$ cat src/rtl/pipelined_divider_pkg.sv
// -----------------------------------------------------------------------------
// pipelined_divider_pkg
//   Shared constants and helpers for the pipelined unsigned divider.
//   - DIV_DEFAULT_WIDTH : default operand width in bits
//   - div_latency()     : pipeline depth for a given operand width; one
//                         restoring-division stage per quotient bit
// -----------------------------------------------------------------------------
package pipelined_divider_pkg;

  localparam int DIV_DEFAULT_WIDTH = 4;

  // Each stage resolves exactly one quotient bit, so depth equals width.
  function automatic int div_latency(input int width);
    return width;
  endfunction

endpackage : pipelined_divider_pkg

$ cat src/rtl/pipelined_divider_stage.sv
// -----------------------------------------------------------------------------
// pipelined_divider_stage
//   One registered restoring-division step. Stage STAGE resolves quotient bit
//   N-1-STAGE.
//
//   Parameters
//     N      operand width
//     STAGE  position in the pipeline, 0 = first
//
//   Ports
//     clk        rising-edge clock
//     rst        asynchronous active-low reset
//     valid      incoming item valid
//     divisor    incoming divisor
//     rem        incoming partial remainder
//     dividend   incoming dividend (full word, this stage consumes one bit)
//     quo        incoming partial quotient (bits below this stage still 0)
//     dbz        incoming divide-by-zero flag
//     *_q        the same fields, registered, for the next stage
// -----------------------------------------------------------------------------
module pipelined_divider_stage #(
  parameter int N     = 4,
  parameter int STAGE = 0
) (
  input  logic         clk,
  input  logic         rst,
  input  logic         valid,
  input  logic [N-1:0] divisor,
  input  logic [N-1:0] rem,
  input  logic [N-1:0] dividend,
  input  logic [N-1:0] quo,
  input  logic         dbz,
  output logic         valid_q,
  output logic [N-1:0] divisor_q,
  output logic [N-1:0] rem_q,
  output logic [N-1:0] dividend_q,
  output logic [N-1:0] quo_q,
  output logic         dbz_q
);

  localparam int BIT = N - 1 - STAGE;

  logic [N:0]   shifted;
  logic [N:0]   diff;
  logic         fits;
  logic [N-1:0] rem_next;
  logic [N-1:0] quo_next;

  // Shift-in and trial subtract at N+1 bits. The borrow out of the
  // subtraction (diff[N]) is set exactly when shifted < divisor, so it
  // doubles as the compare result. The partial remainder entering a stage
  // is always below the divisor, which keeps the restored or reduced value
  // within N bits. A zero divisor always "fits", which yields an all-ones
  // quotient and a remainder equal to the dividend without special casing.
  always_comb begin
    shifted  = {rem, dividend[BIT]};
    diff     = shifted - {1'b0, divisor};
    fits     = ~diff[N];
    rem_next = fits ? diff[N-1:0] : shifted[N-1:0];
    quo_next = quo;
    quo_next[BIT] = fits;
  end

  // Data only advances with a valid item; bubbles leave it untouched.
  always_ff @(posedge clk or negedge rst) begin
    if (!rst) begin
      valid_q    <= 1'b0;
      divisor_q  <= '0;
      rem_q      <= '0;
      dividend_q <= '0;
      quo_q      <= '0;
      dbz_q      <= 1'b0;
    end else begin
      valid_q <= valid;
      if (valid) begin
        divisor_q  <= divisor;
        rem_q      <= rem_next;
        dividend_q <= dividend;
        quo_q      <= quo_next;
        dbz_q      <= dbz;
      end
    end
  end

endmodule : pipelined_divider_stage

$ cat src/rtl/pipelined_divider.sv
// -----------------------------------------------------------------------------
// pipelined_divider
//   Fully pipelined unsigned integer divider. One dividend/divisor pair may be
//   accepted per clock; quotient and remainder appear LATENCY (= N) clocks
//   later with a single-cycle out_valid strobe, in strict FIFO order.
//
//   Handshake: in_valid/out_valid form a push-only stream. There is no ready
//   in either direction; an item is accepted on every rising edge where
//   in_valid is 1 and rst is high, and its result is presented for exactly one
//   cycle with out_valid=1 N edges later. The consumer must take it then.
//
//   Ports
//     clk          rising-edge clock
//     rst          asynchronous active-low reset; flushes all in-flight items
//     in_valid     operands valid this cycle
//     dividend     unsigned dividend, N bits
//     divisor      unsigned divisor, N bits
//     quotient     registered quotient, held between results
//     remainder    registered remainder, held between results
//     out_valid    one-cycle strobe per accepted input
//     div_by_zero  qualified by out_valid; divisor of that result was 0
// -----------------------------------------------------------------------------
module pipelined_divider
  import pipelined_divider_pkg::*;
#(
  parameter int N = DIV_DEFAULT_WIDTH
) (
  input  logic         clk,
  input  logic         rst,
  input  logic         in_valid,
  input  logic [N-1:0] dividend,
  input  logic [N-1:0] divisor,
  output logic [N-1:0] quotient,
  output logic [N-1:0] remainder,
  output logic         out_valid,
  output logic         div_by_zero
);

  localparam int LATENCY = div_latency(N);

  // Per-stage registered fields; element i is the output of stage i.
  logic         st_valid    [LATENCY];
  logic [N-1:0] st_divisor  [LATENCY];
  logic [N-1:0] st_rem      [LATENCY];
  logic [N-1:0] st_dividend [LATENCY];
  logic [N-1:0] st_quo      [LATENCY];
  logic         st_dbz      [LATENCY];

  // Divide-by-zero is decided once at entry and simply carried along.
  logic in_dbz;
  assign in_dbz = (divisor == '0);

  for (genvar i = 0; i < LATENCY; i++) begin : g_stage
    if (i == 0) begin : g_first
      pipelined_divider_stage #(
        .N     (N),
        .STAGE (i)
      ) u_stage (
        .clk        (clk),
        .rst        (rst),
        .valid      (in_valid),
        .divisor    (divisor),
        .rem        ('0),
        .dividend   (dividend),
        .quo        ('0),
        .dbz        (in_dbz),
        .valid_q    (st_valid[i]),
        .divisor_q  (st_divisor[i]),
        .rem_q      (st_rem[i]),
        .dividend_q (st_dividend[i]),
        .quo_q      (st_quo[i]),
        .dbz_q      (st_dbz[i])
      );
    end else begin : g_rest
      pipelined_divider_stage #(
        .N     (N),
        .STAGE (i)
      ) u_stage (
        .clk        (clk),
        .rst        (rst),
        .valid      (st_valid[i-1]),
        .divisor    (st_divisor[i-1]),
        .rem        (st_rem[i-1]),
        .dividend   (st_dividend[i-1]),
        .quo        (st_quo[i-1]),
        .dbz        (st_dbz[i-1]),
        .valid_q    (st_valid[i]),
        .divisor_q  (st_divisor[i]),
        .rem_q      (st_rem[i]),
        .dividend_q (st_dividend[i]),
        .quo_q      (st_quo[i]),
        .dbz_q      (st_dbz[i])
      );
    end
  end

  // Output hold registers: the result fields only change when the last stage
  // delivers an item, so downstream logic can keep reading the last result
  // across idle cycles. The final partial remainder is the true remainder.
  always_ff @(posedge clk or negedge rst) begin
    if (!rst) begin
      out_valid   <= 1'b0;
      quotient    <= '0;
      remainder   <= '0;
      div_by_zero <= 1'b0;
    end else begin
      out_valid <= st_valid[LATENCY-1];
      if (st_valid[LATENCY-1]) begin
        quotient    <= st_quo[LATENCY-1];
        remainder   <= st_rem[LATENCY-1];
        div_by_zero <= st_dbz[LATENCY-1];
      end
    end
  end

endmodule : pipelined_divider

$ cat config.mk
export PLATFORM = sky130hd
export DESIGN_NAME = pipelined_divider
export DESIGN_NICKNAME = d
export VERILOG_FILES = /design/src/rtl/pipelined_divider_pkg.sv /design/src/rtl/pipelined_divider_stage.sv /design/src/rtl/pipelined_divider.sv
export SDC_FILE = /design/constraint.sdc
export NUM_CORES = 1
export LEC_CHECK = 0
export BUFFER_PORTS_ARGS = -buffer_cell sky130_fd_sc_hd__buf_2
export CORE_ASPECT_RATIO = 1.4
export CORE_MARGIN = 10
export CORE_UTILIZATION = 59
export DETAILED_ROUTE_END_ITERATION = 7
export GPL_TIMING_DRIVEN = 0
export PLACE_DENSITY = 0.78
export SETUP_SLACK_MARGIN = 0.15
export SLEW_MARGIN = 20
export SYNTH_ARGS = -nofsm -noshare
export SYNTH_HDL_FRONTEND = slang
export SYNTH_SLANG_ARGS = --single-unit
$ cat constraint.sdc
create_clock -name clk -period 2.5 [get_ports clk]
set_input_delay 0.125 -clock clk [delete_from_list [all_inputs] [get_ports clk]]
set_output_delay 0.125 -clock clk [all_outputs]
set_load 0.1 [all_outputs]
# Word level (Yosys, flattened, before mapping)
# Cells that the tools add are included.
dict set report op_classes {
  n_bitwise 4
  n_mux 4
  n_reduce_logical 1
  n_addsub 4
  div 0
  order_cmp 0
  eq_ne 0
  shifts 0
  multipliers 0
}
# operator n
set ops {}
lappend ops {{$mux 4} 4}
lappend ops {{$sub 5x4->5} 3}
lappend ops {{$sub 1x4->5} 1}
lappend ops {{$logic_not 4->1} 1}
lappend ops {{$not 1->1} 4}
dict set report totals {
  n_memories 0
  latchBits 0
  input_bits 11
  mem_bits_ro 0
  ff_bits 62
  output_inout_bits 10
  word_cells 39
  ramBits 0
}

# Logic depth before layout (Yosys ltp)
dict set report logic_depth {
  ltp_word 2
  mapped_depth 8
  depth_no_buf 8
}

# Hierarchy
# A second synthesis with hierarchy kept.
dict set report unflattened {
  cells_unflattened 282
  hier_area_um2 3774.9
}
# mod area_per_inst_um2 seq_area_each_um2 n_inst cells_per_inst
set by_module_without_submodules {}
lappend by_module_without_submodules {{pipelined_divider_stage (g_stage[2].g_rest.u_stage ...)} 843.3 450.4 2 65}
lappend by_module_without_submodules {{pipelined_divider_stage (g_stage[0].g_first.u_stage ...)} 840.8 450.4 2 65}
lappend by_module_without_submodules {pipelined_divider 406.6 250.2 1 22}

# Worst setup path after synthesis
# Ideal clock, no wire load.
dict set report synth_timing {
  kind {reg-to-reg}
  from {register g_stage[1].g_rest.u_stage.divisor_q[0]}
  to {register g_stage[2].g_rest.u_stage.rem_q[0]}
  t_arrival_ns 2.038
  setup_time_ns 0.077
  stages_incl_launch_ff 8
  required_ns 2.423
  setup_slack_ns 0.385
  cell_sequence {dfrtp_1 -> ha_1 -> fa_1 -> nand2b_1 -> a21oi_1 -> xor2_2 -> mux2_2 -> a21oi_1}
}
dict set report synth_via {
  elab_chain_cells 2
}
# element line
set synth_lines {}
lappend synth_lines {{start, declared} pipelined_divider_stage.sv:34} ;# output logic [N-1:0] divisor_q,
lappend synth_lines {{start signal, assigned} pipelined_divider_stage.sv:76} ;# divisor_q <= divisor;
lappend synth_lines {{$sub 5x4->5} pipelined_divider_stage.sv:57} ;# diff = shifted - {1'b0, divisor};
lappend synth_lines {{$mux 4} pipelined_divider_stage.sv:59} ;# rem_next = fits ? diff[N-1:0] : shifted[N-1:0];
lappend synth_lines {{end signal, assigned} pipelined_divider_stage.sv:77} ;# rem_q <= rem_next;
lappend synth_lines {{end, declared} pipelined_divider_stage.sv:35} ;# output logic [N-1:0] rem_q,
# No other way between the ends.
# A chain may end at the register's enable or synchronous reset.

# Worst setup path in the final report
dict set report layout_timing {
  from {register g_stage[2].g_rest.u_stage.divisor_q[0]}
  to {register g_stage[3].g_rest.u_stage.rem_q[0]}
}
dict set report layout_via {
  elab_chain_cells 2
}
# element line
set layout_lines {}
lappend layout_lines {{start, declared} pipelined_divider_stage.sv:34}
lappend layout_lines {{start signal, assigned} pipelined_divider_stage.sv:76}
lappend layout_lines {{$sub 5x4->5} pipelined_divider_stage.sv:57}
lappend layout_lines {{$mux 4} pipelined_divider_stage.sv:59}
lappend layout_lines {{end signal, assigned} pipelined_divider_stage.sv:77}
lappend layout_lines {{end, declared} pipelined_divider_stage.sv:35}
# No other way between the ends.

==> impl_metrics.tcl <==
set metrics [dict create \
    track_usage_pct 13.6 \
    final-hold-violation-count 0 \
    first_iter_violations 79 \
    synth-seq-cells 62 \
    drt-wirelength-per-cell_um 14.4 \
    clkSinkCount 62 \
    die_height_um 102 \
    post_synth.cell_area_avg_um2 12.1 \
    outcome "finished, final reports clean" \
    worst_hold_path_class "in2reg" \
    fp.coreArea_um2 4610 \
    worst_slew_pin_slew_ns 0.762 \
    dp_hpwl_um 3590 \
    final-max-slew-violation-count 0 \
    grt_start_max_net_pins 63 \
    final_cells 341 \
    synthesis.yosys.warnings 0 \
    multi_input_comb_area_um2 1190 \
    cts_tree "built" \
    final.setup.tns_ns 0 \
    fmax_mhz 450 \
    clock_tree.root_cell "sky130_fd_sc_hd__clkbuf_8" \
    dpl_cell_area_um2 3020 \
    min_period_ns 2.22 \
    cp.arrival_ns 2.45 \
    grt_antenna_before_repair 0 \
    die_area_um2 8020 \
    max_cap_violations 0 \
    power_frac_seq_pct 37.9 \
    place.gp.congestion 0.828 \
    fillerInstances 350 \
    worst-r2r-setup-slack_ns 0.28 \
    first_pass_grt_wire_length_um 8510 \
    syn-instance-count 234 \
    grt.overflow.total 0 \
    seqCellArea_um2 1550 \
    syn_nets 262 \
    endpoint_kind "register" \
    p_switching_mw 1.42 \
    port_buffers 20 \
    clkTransAtPathRegs_ns 0.07 \
    clockBufferDepth 2 \
    final_min_period_over_clock_period_pct 89.0 \
    cp_slowest_cell "sky130_fd_sc_hd__fa_1" \
    p_int_mw 2.16 \
    power_frac_comb_pct 40.9 \
    timing.critical_path.from_type "register" \
    netSwitchingFraction_pct 39.7 \
    critPathBufInv 1 \
    detail_route.first_pass.iterations 4 \
    antenna_cells 0 \
    critical-path-max-stage-delay_ns 0.42 \
    grt_setup_unrepaired "no" \
    worstPathMaxFanout 4 \
    routed_wirelength_um 4900 \
    design.final.nets 302 \
    async_flop_share_pct 100 \
    initial_standard_cell_utilization_of_the_core_pct 61.6 \
    path_class "reg2reg" \
    slew-limit-headroom_pct 49.2 \
    skew_ns 0.00948 \
    yosys_most_used_dff "sky130_fd_sc_hd__dfrtp_1" \
    layout-drive-gt1-share_pct 29.4 \
    cp_top_family "adder cells" \
    static-leakage-power_nw 1.55 \
    rows 29 \
    top_level_ports 21 \
    clockPowerShare_pct 21.2 \
    finalSetupViolations 0 \
    post_synth_num_cell_types 24 \
    ant_nets 0 \
    postLayoutCellArea_um2 3270 \
    avgViaCountPerCell 5.16 \
    drc_errors 0 \
    place_inst 316 \
    first_global_vias 1906 \
    design_power_total_mw 3.58 \
    path_cells "ha_1 > fa_1 > nand2b_1 > a21oi_2 > xor2_2 > buf_4 > mux2i_1 > mux2_4" \
    vdd_ir_drop_max_v 0.000727 \
    h-tree-depth 3 \
    synth-seq-area-share_pct 54.7 \
    critPathRequiredTime_ns 2.73 \
    number_of_synthesized_flops_with_an_enable_pin 0 \
    vias 1761 \
    utilization_pct 71.0 \
    cts_inserted_buffers 9 \
    syn_area_um2 2840 \
    die_x_um 78.6 \
    synthToLayoutAreaGrowth_pct 15.4 \
    power.density_nw_per_um2 1090 \
    clk_latency_ns 0.34 \
]
## repair_timing
action                                 CTS  global route
endpoints found under the hold margin   65             0
setup buffers                            3             2
setup endpoints to repair                2             5
hold buffers                             4             0
resized for setup                        0             2
pin swaps                                1             3
## layout make-up
cell class,count,area share (%)
Buffer,8,0.918
Sequential cell,62,47.4
Timing Repair Buffer,29,5.51
Inverter,20,2.29
Clock buffer,9,3.79
Tap cell,62,2.37
Clock inverter,7,1.45
Multi-Input combinational cell,144,36.3
## metrics by stage
stage / setup slack [ns] / hold slack, ns
after floorplan: 0.385 / -0.171
after global placement: 0.196 / 0.273
after detailed placement: 0.152 / 0.248
after CTS: 0.204 / 0.0128
after global routing: 0.158 / 0.0308
final: 0.276 / 0.0306
## path summary, 6_finish.rpt
path	depth (start not counted)	endpoint	startpoint
worst min register to register	0	g_stage[1].g_rest.u_stage.valid_q	g_stage[0].g_first.u_stage.valid_q
worst max-delay path	8	g_stage[3].g_rest.u_stage.rem_q[0]	g_stage[2].g_rest.u_stage.divisor_q[0]
max in group asynchronous	2	g_stage[2].g_rest.u_stage.dbz_q	rst
worst max register to register	8	g_stage[3].g_rest.u_stage.rem_q[0]	g_stage[2].g_rest.u_stage.divisor_q[0]
worst min-delay path	2	g_stage[0].g_first.u_stage.dividend_q[1]	dividend[1]
min in group asynchronous	2	g_stage[1].g_rest.u_stage.rem_q[3]	rst
## power groups by stage
stage	combinational [mW]	clock, mW	sequential [mW]
after CTS	1.42	0.781	1.36
after global routing	1.60	0.823	1.38
after detailed placement	1.36	0	1.38
final	1.46	0.760	1.35
after global placement	1.32	0	1.36
after floorplan	0.690	0	1.77
## registers in the layout (all words and copies together), names as in the netlist
| signal | flops |
|---|---|
| quotient | 4 |
| div_by_zero | 1 |
| g_stage.g_first.u_stage.quo_q | 1 |
| g_stage.g_first.u_stage.divisor_q | 4 |
| g_stage.g_rest.u_stage.dbz_q | 3 |
| remainder | 4 |
| g_stage.g_first.u_stage.dividend_q | 3 |
| g_stage.g_first.u_stage.dbz_q | 1 |
| g_stage.g_first.u_stage.valid_q | 1 |
| g_stage.g_rest.u_stage.divisor_q | 8 |
| g_stage.g_rest.u_stage.dividend_q | 3 |
| g_stage.g_rest.u_stage.valid_q | 3 |
| g_stage.g_first.u_stage.rem_q | 4 |
| out_valid | 1 |
| g_stage.g_rest.u_stage.quo_q | 9 |
| g_stage.g_rest.u_stage.rem_q | 12 |
## placed cells by master, fill, tap and decap left out, drive strengths merged
master	n
dfrtp	62
mux2	35
buf	25
inv	22
nor2	18
o21ai	17
clkbuf	17
nand2	14
ha	14
a21oi	13
mux2i	9
xnor2	6
dlygate4sd3	4
nor2b	3
nand2b	3
clkinv	3
xor2	3
fa	3
a221oi	2
clkinvlp	2
and2	1
nand3	1
nor4	1
o311ai	1
## cell families (layout without fill, tap and decap cells)
logic type / after synthesis / count (layout) / synth area share (%)
flops: 62 / 62 / 54.7
buf+inv: 28 / 73 / 3.71
xor+xnor: 9 / 9 / 3.57
fa+ha+maj: 17 / 17 / 8.29
simple gates: 41 / 41 / 6.18
compound gates: 33 / 33 / 6.35
mux: 44 / 44 / 17.2
## cell usage after synthesis (5+ instances only)
master                     count  area, µm²
sky130_fd_sc_hd__dfrtp_1      62       1550
sky130_fd_sc_hd__mux2_2       34        383
sky130_fd_sc_hd__inv_1        20       75.1
sky130_fd_sc_hd__nor2_1       18       67.6
sky130_fd_sc_hd__o21ai_0      17       85.1
sky130_fd_sc_hd__ha_1         14        175
sky130_fd_sc_hd__nand2_1      14       52.6
sky130_fd_sc_hd__a21oi_1      12       60.1
sky130_fd_sc_hd__mux2i_1       9       90.1
sky130_fd_sc_hd__clkbuf_1      8       30.0
sky130_fd_sc_hd__xnor2_1       5       43.8
## metal layers
metal	wire length (µm)	up-vias	track usage, %
met4	89	0	6.22
met3	243	7	5.62
met1	1920	859	13.8
met5	0	-	0
li1	-	867	-
met2	2640	28	23.8
No activity file was read; power rests on OpenSTA's default activity.
